## config.mk

```make
export PLATFORM = sky130hd
export DESIGN_NAME = vc_iter_divider
export DESIGN_NICKNAME = d
export VERILOG_FILES = /design/src/rtl/vc_iter_divider.sv
export SDC_FILE = /design/constraint.sdc
export NUM_CORES = 1
export LEC_CHECK = 0
export CAP_MARGIN = 20
export CORE_MARGIN = 1
export CORE_UTILIZATION = 45
export DETAILED_ROUTE_END_ITERATION = 6
export GPL_TIMING_DRIVEN = 0
export PLACE_DENSITY = 0.74
export SKIP_CTS_REPAIR_TIMING = 1
export SLEW_MARGIN = 30
export SYNTH_ARGS = -nofsm -noshare
export SYNTH_HDL_FRONTEND = slang
export SYNTH_SLANG_ARGS = --single-unit
```

## constraint.sdc

```tcl
create_clock -name clk -period 5.7 [get_ports clk]
set_clock_uncertainty 0.2 [all_clocks]
set_input_delay 0.57 -clock clk [delete_from_list [all_inputs] [get_ports clk]]
set_output_delay 0.57 -clock clk [all_outputs]
set_load 0.02 [all_outputs]
```

## src/rtl/vc_iter_divider.sv

```systemverilog
// Iterative restoring divider, one quotient bit per cycle, signed/unsigned,
// val/rdy on request and response. Latency is fixed and data-independent.
module vc_iter_divider #(
  parameter int p_nbits = 32
) (
  input  logic               clk,
  input  logic               reset,
  input  logic               sd,
  input  logic               in_val,
  output logic               in_rdy,
  input  logic               in_signed,
  input  logic [p_nbits-1:0] in_dividend,
  input  logic [p_nbits-1:0] in_divisor,
  output logic               out_val,
  input  logic               out_rdy,
  output logic [p_nbits-1:0] out_quotient,
  output logic [p_nbits-1:0] out_remainder
);

  localparam int cw = $clog2(p_nbits + 1);

  typedef enum logic [1:0] {IDLE, CALC, DONE} state_t;

  state_t             state_reg;
  logic [cw-1:0]      cnt_reg;
  logic [p_nbits-1:0] quo_reg;
  logic [p_nbits-1:0] rem_reg;
  logic [p_nbits-1:0] div_reg;
  logic [p_nbits-1:0] dividend_reg;
  logic               qneg_reg;
  logic               rneg_reg;
  logic               div0_reg;
  logic               in_rdy_reg;
  logic               out_val_reg;

  // The security domain only labels the data; it never steers the datapath.
  logic unused_sd;
  assign unused_sd = sd;

  logic               dividend_neg;
  logic               divisor_neg;
  logic [p_nbits-1:0] dividend_abs;
  logic [p_nbits-1:0] divisor_abs;

  assign dividend_neg = in_signed & in_dividend[p_nbits-1];
  assign divisor_neg  = in_signed & in_divisor[p_nbits-1];
  assign dividend_abs = dividend_neg ? -in_dividend : in_dividend;
  assign divisor_abs  = divisor_neg  ? -in_divisor  : in_divisor;

  // One restoring step; the extra top bit keeps 2*rem+1 from overflowing.
  logic [p_nbits:0]   rem_sh;
  logic [p_nbits:0]   trial;
  logic [p_nbits-1:0] rem_step;
  logic [p_nbits-1:0] quo_step;
  logic [p_nbits-1:0] quo_fix;
  logic [p_nbits-1:0] rem_fix;

  assign rem_sh   = {rem_reg, quo_reg[p_nbits-1]};
  assign trial    = rem_sh - {1'b0, div_reg};
  assign rem_step = trial[p_nbits] ? rem_sh[p_nbits-1:0] : trial[p_nbits-1:0];
  assign quo_step = {quo_reg[p_nbits-2:0], ~trial[p_nbits]};

  // Divide-by-zero overrides sign correction entirely.
  assign quo_fix = div0_reg ? {p_nbits{1'b1}} : (qneg_reg ? -quo_step : quo_step);
  assign rem_fix = div0_reg ? dividend_reg   : (rneg_reg ? -rem_step : rem_step);

  always_ff @(posedge clk or negedge reset) begin
    if (!reset) begin
      state_reg    <= IDLE;
      cnt_reg      <= '0;
      quo_reg      <= '0;
      rem_reg      <= '0;
      div_reg      <= '0;
      dividend_reg <= '0;
      qneg_reg     <= 1'b0;
      rneg_reg     <= 1'b0;
      div0_reg     <= 1'b0;
      in_rdy_reg   <= 1'b1;
      out_val_reg  <= 1'b0;
    end else begin
      case (state_reg)
        IDLE: begin
          if (in_val && in_rdy_reg) begin
            quo_reg      <= dividend_abs;
            div_reg      <= divisor_abs;
            rem_reg      <= '0;
            qneg_reg     <= in_signed & (in_dividend[p_nbits-1] ^ in_divisor[p_nbits-1]);
            rneg_reg     <= dividend_neg;
            div0_reg     <= (in_divisor == '0);
            dividend_reg <= in_dividend;
            cnt_reg      <= cw'(p_nbits);
            in_rdy_reg   <= 1'b0;
            state_reg    <= CALC;
          end
        end
        CALC: begin
          cnt_reg <= cnt_reg - cw'(1);
          if (cnt_reg == cw'(1)) begin
            quo_reg     <= quo_fix;
            rem_reg     <= rem_fix;
            out_val_reg <= 1'b1;
            state_reg   <= DONE;
          end else begin
            quo_reg <= quo_step;
            rem_reg <= rem_step;
          end
        end
        DONE: begin
          if (out_rdy) begin
            out_val_reg <= 1'b0;
            in_rdy_reg  <= 1'b1;
            state_reg   <= IDLE;
          end
        end
        default: begin
          out_val_reg <= 1'b0;
          in_rdy_reg  <= 1'b1;
          state_reg   <= IDLE;
        end
      endcase
    end
  end

  assign in_rdy        = in_rdy_reg;
  assign out_val       = out_val_reg;
  assign out_quotient  = quo_reg;
  assign out_remainder = rem_reg;

endmodule

```

# Word level (Yosys, flattened, before mapping)
# Index checks and enable logic that the tools add are counted.
dict set report word_totals {
  wordCells 64
  output_inout_bits 66
  ff_bits 141
}
dict set report classes {
  eq_ne 6
  n_mux 25
  n_addsub 6
  n_bitwise 7
  n_reduce_logical 9
}
# operator n
set op_table {}
lappend op_table {{32-bit 2-to-1 mux} 11}
lappend op_table {{32-bit negation} 4}
lappend op_table {{32-bit one-hot mux with 2 select lines} 2}
lappend op_table {{33-bit by 32-bit subtractor with 33-bit output} 1}
lappend op_table {{32-bit logical NOT} 1}
lappend op_table {{6-bit one-hot mux with 2 select lines} 1}
lappend op_table {{3-bit AND reduction} 3}
lappend op_table {{6-bit by 1-bit == test with 1-bit output, second input constant} 1}
lappend op_table {{2-bit 2-to-1 mux} 3}
lappend op_table {{6-bit 2-to-1 mux} 1}
lappend op_table {{2-bit != test, second input constant} 3}
lappend op_table {{1-bit one-hot mux with 3 select lines} 2}
lappend op_table {{2-bit one-hot mux with 3 select lines} 1}
lappend op_table {{6-bit by 1-bit subtractor with 6-bit output, second input constant} 1}
lappend op_table {{1-bit 2-to-1 mux} 4}
lappend op_table {{2-bit AND reduction} 2}
lappend op_table {{1-bit bitwise AND} 3}
lappend op_table {{1-bit inverter} 3}
lappend op_table {{2-bit by 1-bit == test with 1-bit output, second input constant} 1}
lappend op_table {{2-bit == test, second input constant} 1}
lappend op_table {{2-bit logical NOT} 1}
lappend op_table {{2-bit nonzero test} 1}
lappend op_table {{1-bit logical AND} 1}
lappend op_table {{1-bit bitwise XOR} 1}

# Longest topological paths before layout
# Gate-level depths: netlist (run 1).
dict set report depth {
  depth_word 7
  depth_mapped 20
}

# Least setup slack after synthesis (run 1)
# Ideal clock, no wire load.
dict set report synth_path {
  path_type {register -> register}
  start {reg quo_reg[31] (netlist: out_quotient[31])}
  end {reg quo_reg[22] (netlist: out_quotient[22])}
  path_stages_with_launch 21
  n_path_buf 2
  path_slack_ps 814
  required_ps 5389
  setup_time_ps 111
  synth_period_minus_slack_ps 4886
  t_arrival_ps 4575
  cell_sequence {dfrtp_1 > inv_1 > ha_1 > fa_1 > nand2b_1 > a211o_1 > a21oi_1 > o21a_1 > o2111a_1 > o21a_1 > buf_2 > nor2_4 > inv_2 > clkbuf_1 > ha_1 > nand2b_1 > or4_1 > nor2_1 > a21oi_1 > xnor2_1 > a222oi_1}
}
dict set report synth_between {
  elab_chain_cells 7
}
# element line_no
set synth_rtl {}
lappend synth_rtl {{start, declared} 26} ;# logic [p_nbits-1:0] quo_reg;
lappend synth_rtl {{start signal, assigned} 84} ;# quo_reg <= dividend_abs;
lappend synth_rtl {{start signal, assigned} 99} ;# quo_reg <= quo_fix;
lappend synth_rtl {{start signal, assigned} 104} ;# quo_reg <= quo_step;
lappend synth_rtl {{33-bit by 32-bit subtractor with 33-bit output} 59} ;# assign trial = rem_sh - {1'b0, div_reg};
lappend synth_rtl {{1-bit inverter} 61} ;# assign quo_step = {quo_reg[p_nbits-2:0], ~trial[p_nbits]};
lappend synth_rtl {{32-bit negation} 64} ;# assign quo_fix = div0_reg ? {p_nbits{1'b1}} : (qneg_reg ? -quo_step : quo_step);
lappend synth_rtl {{32-bit 2-to-1 mux (2 in a row)} 64}
lappend synth_rtl {{32-bit 2-to-1 mux} 98} ;# if (cnt_reg == cw'(1)) begin
lappend synth_rtl {{32-bit one-hot mux with 2 select lines} 81} ;# case (state_reg)
# No other way between the ends.
# A chain may end at the register's enable or synchronous reset.

# Worst setup path after layout (run 1)
dict set report layout_path {
  start {reg quo_reg[31] (netlist: out_quotient[31])}
  end {reg quo_reg[20] (netlist: out_quotient[20])}
}
# Same word-level chain as after synthesis.

==> out/metrics.cfg, run 1 <==
[run_status]
outcome = completed

[job]
drv_cap = 0

[global_routing]
grt_usage_pct = 30.89
grt.overflow.total = 0
grt_max_degree = 86
grt_pass1_wl_mm = 58.52
antenna_found_initial = 0
grt_pass1_vias = 10810

[power]
p_leak_uw = 0.005437
ir_worst_vdd_mv = 0.3896
power.internal_uw = 4724
combinationalPowerShare_pct = 66.6
power_density_nw_per_um2 = 718.6
p_seq_share_pct = 21.0
clkPwrFrac_pct = 12.3
p_switching_uw = 4888
finalPower_uw = 9612
switching_share_pct = 50.86

[sta]
slew_viol_final = 0
setup_viol = 0
tns_ps = 0
min_period_ps = 5322
relSlewSlack_pct = 32.96
rsz0062_at_grt = false
worstMarginPinSlew_ps = 1006
max_freq_ghz = 0.1879
finalHoldViolCount = 0
hold_ws_ps = 284.6
post-route-period-util_pct = 93.37

[floorplanning]
chipHeight_um = 158.1
core_um2 = 23680
die_width_um = 158.1
die-area_um2 = 24990
io_pins = 136
num_rows = 56
initial_utilization_pct = 46.30

[critical_path]
crit_type = reg2reg
crit_arrival_ps = 5430
max_stage_delay_ps = 570
r2r_setup_slack_ps = 380
end_kind = flop
reg2reg_from = out_quotient[31]$_DFFE_PN0P_
reg2reg_to = out_quotient[20]$_DFFE_PN0P_
crit_required_ps = 5810
crit_chain = inv_1 -> ha_1 -> fa_1 -> nand2b_1 -> a211o_1 -> a21oi_2 -> o21a_1 -> o2111a_1 -> o21a_1 -> buf_2 -> nor2_4 -> inv_6 -> ha_1 -> nand2b_1 -> or4_4 -> nor2_1 -> nor2_1 -> xnor2_1 -> a221oi_1
start_kind = flop
crit_path_max_fanout = 17
slowest_stage = or4_4
crit_family = compound AO/OA/AOI/OAI gates
reg2reg_depth = 19
critPathBufInv = 3

[clock_network]
cts_tree = built
clock-sinks = 141
root_buffer = clkbuf_16
cts_max_level = 4
clk_pin_slew_ps = 60
clk_latency_ps = 430
max-clock-path-buffers = 2
cts_buffers = 17

[worst_hold_path]
hp-class = reg2reg
min_from = div_reg[26]$_DFFE_PN0P_
hold_path_end = div_reg[26]$_DFFE_PN0P_
holdPathStages = 2

[yosys]
ys_ff_latch = 141
synth.avg_cell_area_um2 = 7.934
synth.distinct_cells = 81
synth_area_um2 = 10960
async_reset_ff_share_pct = 100.0
syn-num-nets = 1490
syn_inst = 1382
yosysWarnings = 0
synth-edff-count = 0
ys.flop_type = dfrtp_1
ys_seq_area_share_pct = 32.19

[placed_design]
place_congestion = 0.9513
dp_hpwl_mm = 28.94
io_buffers = 134
placedCellCount = 1836

[drt]
final_antenna_net_count = 0
drcViolationCount = 0
via_count = 11500
vias_per_cell = 6.154
wl_per_cell_um = 20.34
drtPass1Iterations = 6
drtIter0Drc = 1173
wl_mm = 37.99

[final_layout]
drive_gt1_share_pct = 4.587
area_delta_synth_final_pct = 21.99
final_nets = 1644
instances_no_fill = 1868

[worst reg2reg max path: cells and delay by family (launching register included)]
family / cells / cell delay (ps)
adders and majority gates: 3 / 850
and+or+nand+nor: 6 / 1340
DFF: 1 / 510
AOI/OAI and AO/OA: 6 / 1570
buffers and inverters: 3 / 590
xor gates and xnor gates: 1 / 150
[worst max path at each step]
stage | start | endpoint | slack, ps | cells after the start
5_1_grt | out_quotient[31]$_DFFE_PN0P_ | out_quotient[20]$_DFFE_PN0P_ | 90 | 19
3_3_place_gp | reset | div_reg[4]$_DFFE_PN0P_ | -1950 | 1
6_report | out_quotient[31]$_DFFE_PN0P_ | out_quotient[20]$_DFFE_PN0P_ | 380 | 19
2_1_floorplan | out_quotient[31]$_DFFE_PN0P_ | out_quotient[22]$_DFFE_PN0P_ | 810 | 20
3_5_place_dp | out_quotient[31]$_DFFE_PN0P_ | out_quotient[30]$_DFFE_PN0P_ | -410 | 20
4_1_cts | out_quotient[31]$_DFFE_PN0P_ | out_quotient[30]$_DFFE_PN0P_ | -480 | 20
[power by group through the flow]
stage / clock network [uW] / registers [uW] / logic [uW]
2_1_floorplan: 0 / 2060 / 4310
3_3_place_gp: 0 / 2000 / 6120
3_5_place_dp: 0 / 2020 / 6220
4_1_cts: 1190 / 2000 / 6290
5_1_grt: 1230 / 2060 / 7000
6_report: 1190 / 2020 / 6410
[synthesized netlist by cell type (all sizes together) (6+ instances only)]
cell type,n,share of area (%)
xnor2,50,4.0
nor2,87,3.0
o22ai,10,0.57
mux2i,40,3.7
nand4,13,0.80
or3,19,1.1
nor3,37,1.8
a21oi,101,4.6
a211oi,16,1.1
ha,37,4.2
nand2,253,8.7
nand3,19,0.87
clkbuf,68,2.3
and2,6,0.34
o21ai,130,5.9
a31oi,10,0.57
xor2,68,5.4
o311ai,6,0.48
o21a,11,0.75
o211ai,10,0.68
inv,48,1.6
or4,9,0.65
a22oi,6,0.41
nor4,19,1.4
nand2b,12,0.75
o221ai,6,0.48
a21o,6,0.41
a32oi,9,0.72
nor2b,8,0.46
mux2,9,0.92
a221oi,13,1.0
o41ai,10,0.80
dfrtp,140,32
o31ai,19,1.3
buf,12,0.64
a22o,7,0.56
[stage by stage]
| stage | cell area (um2) | setup WS, ps | utilization (%) |
|---|---|---|---|
| detailed placement | 12740 | -408.4 | 53.78 |
| CTS | 13350 | -482.7 | 56.36 |
| finish | 13380 | 377.8 | 56.48 |
| global placement | 12700 | -1949 | 53.65 |
| floorplan | 10960 | 813.9 | - |
| global route | 13370 | 90.17 | 56.47 |
[layout by cell type (no fill, tap or decap), types with 9 or more instances in the layout]
| cell type | synthesis | layout |
|---|---|---|
| a211oi_1 | 16 | 16 |
| a21oi_1 | 100 | 99 |
| a221oi_1 | 13 | 13 |
| a31oi_1 | 10 | 10 |
| a32oi_1 | 9 | 9 |
| clkbuf_1 | 68 | 70 |
| clkbuf_16 | 0 | 17 |
| clkdlybuf4s50_1 | 0 | 133 |
| dfrtp_1 | 140 | 139 |
| ha_1 | 37 | 37 |
| inv_1 | 47 | 47 |
| mux2_2 | 9 | 9 |
| mux2i_1 | 39 | 39 |
| nand2_1 | 253 | 253 |
| nand2b_1 | 11 | 11 |
| nand3_1 | 19 | 19 |
| nand4_1 | 12 | 12 |
| nor2_1 | 86 | 86 |
| nor3_1 | 35 | 34 |
| nor4_1 | 16 | 16 |
| o211ai_1 | 10 | 10 |
| o21a_1 | 11 | 11 |
| o21ai_0 | 120 | 120 |
| o21ai_1 | 10 | 10 |
| o22ai_1 | 10 | 10 |
| o31ai_1 | 19 | 19 |
| o41ai_1 | 10 | 10 |
| or3_1 | 19 | 19 |
| xnor2_1 | 50 | 50 |
| xor2_1 | 68 | 68 |
[logic make-up (layout without fill, tap and decap cells)]
kind of cell | count (synthesis) | after routing | synth area share (%)
xor+xnor | 118 | 118 | 9.426
buf+inv | 129 | 295 | 4.644
compound gates | 408 | 408 | 23.66
fa+ha+maj | 38 | 38 | 4.405
other cells | 0 | 1 | 0
mux | 49 | 49 | 4.610
flops | 141 | 141 | 32.19
simple gates | 499 | 499 | 21.07
[cell type report]
type,instances,area [um2]
Antenna cell,1,2.502
Buffer,79,321.6
Clock buffer,23,478.0
Clock inverter,8,132.6
Fill cell,2257,10310
Inverter,49,188.9
Multi-Input combinational cell,1112,6938
Sequential cell,141,3531
Tap cell,319,399.1
Timing Repair Buffer,136,1384
[per-layer routing]
metal / track usage (%) / share of wire [%] / vias to the layer above
met5: 0 / 0 / -
met4: 11.22 / 3.2 / 0
met3: 5.365 / 7.6 / 86
li1: - / - / 5299
met1: 42.65 / 44 / 5570
met2: 48.25 / 45 / 540
(Power assumes the default switching activity.)
==> run 2: changes to the inputs <==
--- a/config.mk
+++ b/config.mk
@@ -5,12 +5,14 @@
 export SDC_FILE = /design/constraint.sdc
 export NUM_CORES = 1
 export LEC_CHECK = 0
+export ABC_AREA = 0
 export CAP_MARGIN = 20
 export CORE_MARGIN = 1
 export CORE_UTILIZATION = 45
 export DETAILED_ROUTE_END_ITERATION = 6
+export DONT_BUFFER_PORTS = 1
 export GPL_TIMING_DRIVEN = 0
-export PLACE_DENSITY = 0.74
+export PLACE_DENSITY = 0.67
 export SKIP_CTS_REPAIR_TIMING = 1
 export SLEW_MARGIN = 30
 export SYNTH_ARGS = -nofsm -noshare
==> out/metrics.cfg, run 2 (synthesized netlist as in run 1, its figures left out) <==
[clock_network]
cts_max_level = 4  ; unchanged
root_buffer = clkbuf_16
cts_tree = built
max-clock-path-buffers = 2  ; unchanged
clk_latency_ps = 440  ; about the same
clk_pin_slew_ps = 70  ; about the same
clock-sinks = 141  ; unchanged
cts_buffers = 17  ; unchanged

[drt]
drcViolationCount = 0  ; unchanged
drtPass1Iterations = 6  ; unchanged
wl_per_cell_um = 21.51  ; +5.7%
wl_mm = 37.27  ; -1.9%
via_count = 10870  ; -5.5%
final_antenna_net_count = 0  ; unchanged
drtIter0Drc = 965  ; -18%
vias_per_cell = 6.269  ; +1.9%

[global_routing]
grt_usage_pct = 30.34  ; -0.55 points
grt_pass1_wl_mm = 57.21  ; -2.2%
top_usage_layer = met2
grt_use_met3_pct = 6.816  ; +1.5 points
antenna_found_initial = 0  ; unchanged
grtUsageMet2_pct = 48.77  ; +0.52 points
grt_max_degree = 142  ; +65%
grt.overflow.total = 0  ; unchanged
use_met1_pct = 40.41  ; -2.2 points
grt_pass1_vias = 10370  ; -4.1%

[floorplanning]
core_um2 = 23680  ; unchanged
die_width_um = 158.1  ; unchanged
num_rows = 56  ; unchanged
die-area_um2 = 24990  ; unchanged
io_pins = 136  ; unchanged
initial_utilization_pct = 46.30  ; unchanged
chipHeight_um = 158.1  ; unchanged

[sta]
setup_viol = 0  ; unchanged
slew_viol_final = 0  ; unchanged
tns_ps = 0  ; unchanged
max_freq_ghz = 0.1847  ; -1.7%
worstMarginPinSlew_ps = 972.1  ; -33.59 ps
post-route-period-util_pct = 95.01  ; +1.6 points
hold_ws_ps = -100.9  ; -385.4 ps
min_period_ps = 5416  ; +93.39 ps
relSlewSlack_pct = 35.20  ; +2.2 points
rsz0062_at_grt = false
finalHoldViolCount = 74  ; +74

[run_status]
outcome = complete, but fails checks
violations = negative hold slack

[placed_design]
io_buffers = 0  ; -100%
place_congestion = 0.9256  ; -2.7%
dp_hpwl_mm = 28.53  ; -1.4%

[critical_path]
start_kind = flop
crit_required_ps = 5830  ; +20 ps
crit_type = reg2reg
crit_path_max_fanout = 17  ; unchanged
reg2reg_depth = 19  ; unchanged
end_kind = flop
crit_arrival_ps = 5540  ; +110 ps

[final_layout]
diodes = 0  ; -1
final_common_cell = nand2_1
final_util_pct = 50.67  ; -5.8 points
final_nets = 1509  ; -8.2%
area_delta_synth_final_pct = 9.437
drive_gt1_share_pct = 5.163  ; +0.58 points
final_cell_mix = nand2_1 (253), dfrtp_1 (139), o21ai_0 (120)

[worst_hold_path]
hp-class = in2async

[power]
power_density_nw_per_um2 = 757.9  ; +5.5%
ir_worst_vdd_mv = 0.2990  ; -23%
finalPower_uw = 9094  ; -5.4%
p_leak_uw = 0.004891  ; -10%

[job]
drv_cap = 0  ; unchanged

run 2: final timing paths:
kind / from / end / slack, ps
setup reg to reg: out_quotient[31]$_DFFE_PN0P_ / out_quotient[22]$_DFFE_PN0P_ / 280
min in group clk: in_divisor[31] / div0_reg$_DFFE_PN0P_ / 30
hold reg to reg: cnt_reg[5]$_DFFE_PN0P_ / cnt_reg[5]$_DFFE_PN0P_ / 280
setup / recovery: out_quotient[31]$_DFFE_PN0P_ / out_quotient[22]$_DFFE_PN0P_ / 280
max in group asynchronous: reset / div_reg[23]$_DFFE_PN0P_ / 4760
hold / removal: reset / cnt_reg[4]$_DFFE_PN0P_ / -100
run 2: final cells by class:
type	instances	area (um2)
buffer	79	321.6
clock buffer	18	429.2
clock inverter	14	160.2
fill	2441	11680
inverter	49	186.4
multi-input combinational	1112	6944
sequential	141	3531
tap	319	399.1
timing repair buffer	1	27.53
run 2: power breakdown:
| part | leakage (uW) | switching [uW] | internal [uW] |
|---|---|---|---|
| clock | 0.000285 | 495 | 654 |
| combinational | 0.00293 | 3490 | 2180 |
| sequential | 0.00167 | 827 | 1460 |
| total | 0.00489 | 4810 | 4290 |
run 2: stage by stage:
stage	setup WS (ps)	hold slack [ps]	cells	cell area [um2]
final	284.4	-100.9	1733	12000
after global routing	70.96	14.22	1733	12000
after CTS	-539.6	-380.6	1733	11950
after detailed placement	-509.8	82.66	1701	11360
after global placement	-438.5	81.93	1701	11360
after floorplan	813.9	74.41	1382	10960
run 2: per-layer routing:
layer	wire length, um	part of all wire [%]
met5	0	0
met4	965	2.6
met1	15420	41
met3	3441	9.2
met2	17440	47
run 2: worst max-delay path: stages, from the launching register on:
cell and delay, ps:
dfrtp_2 550, inv_1 80, ha_1 240, fa_1 400, nand2b_1 180, a211o_1 320
a21oi_2 240, o21a_1 280, o2111a_1 310, o21a_1 130, buf_2 280, nor2_4 140
inv_4 240, ha_1 210, nand2b_1 170, or4_4 580, nor2_1 220, a21oi_1 120
xnor2_1 130, a222oi_1 290
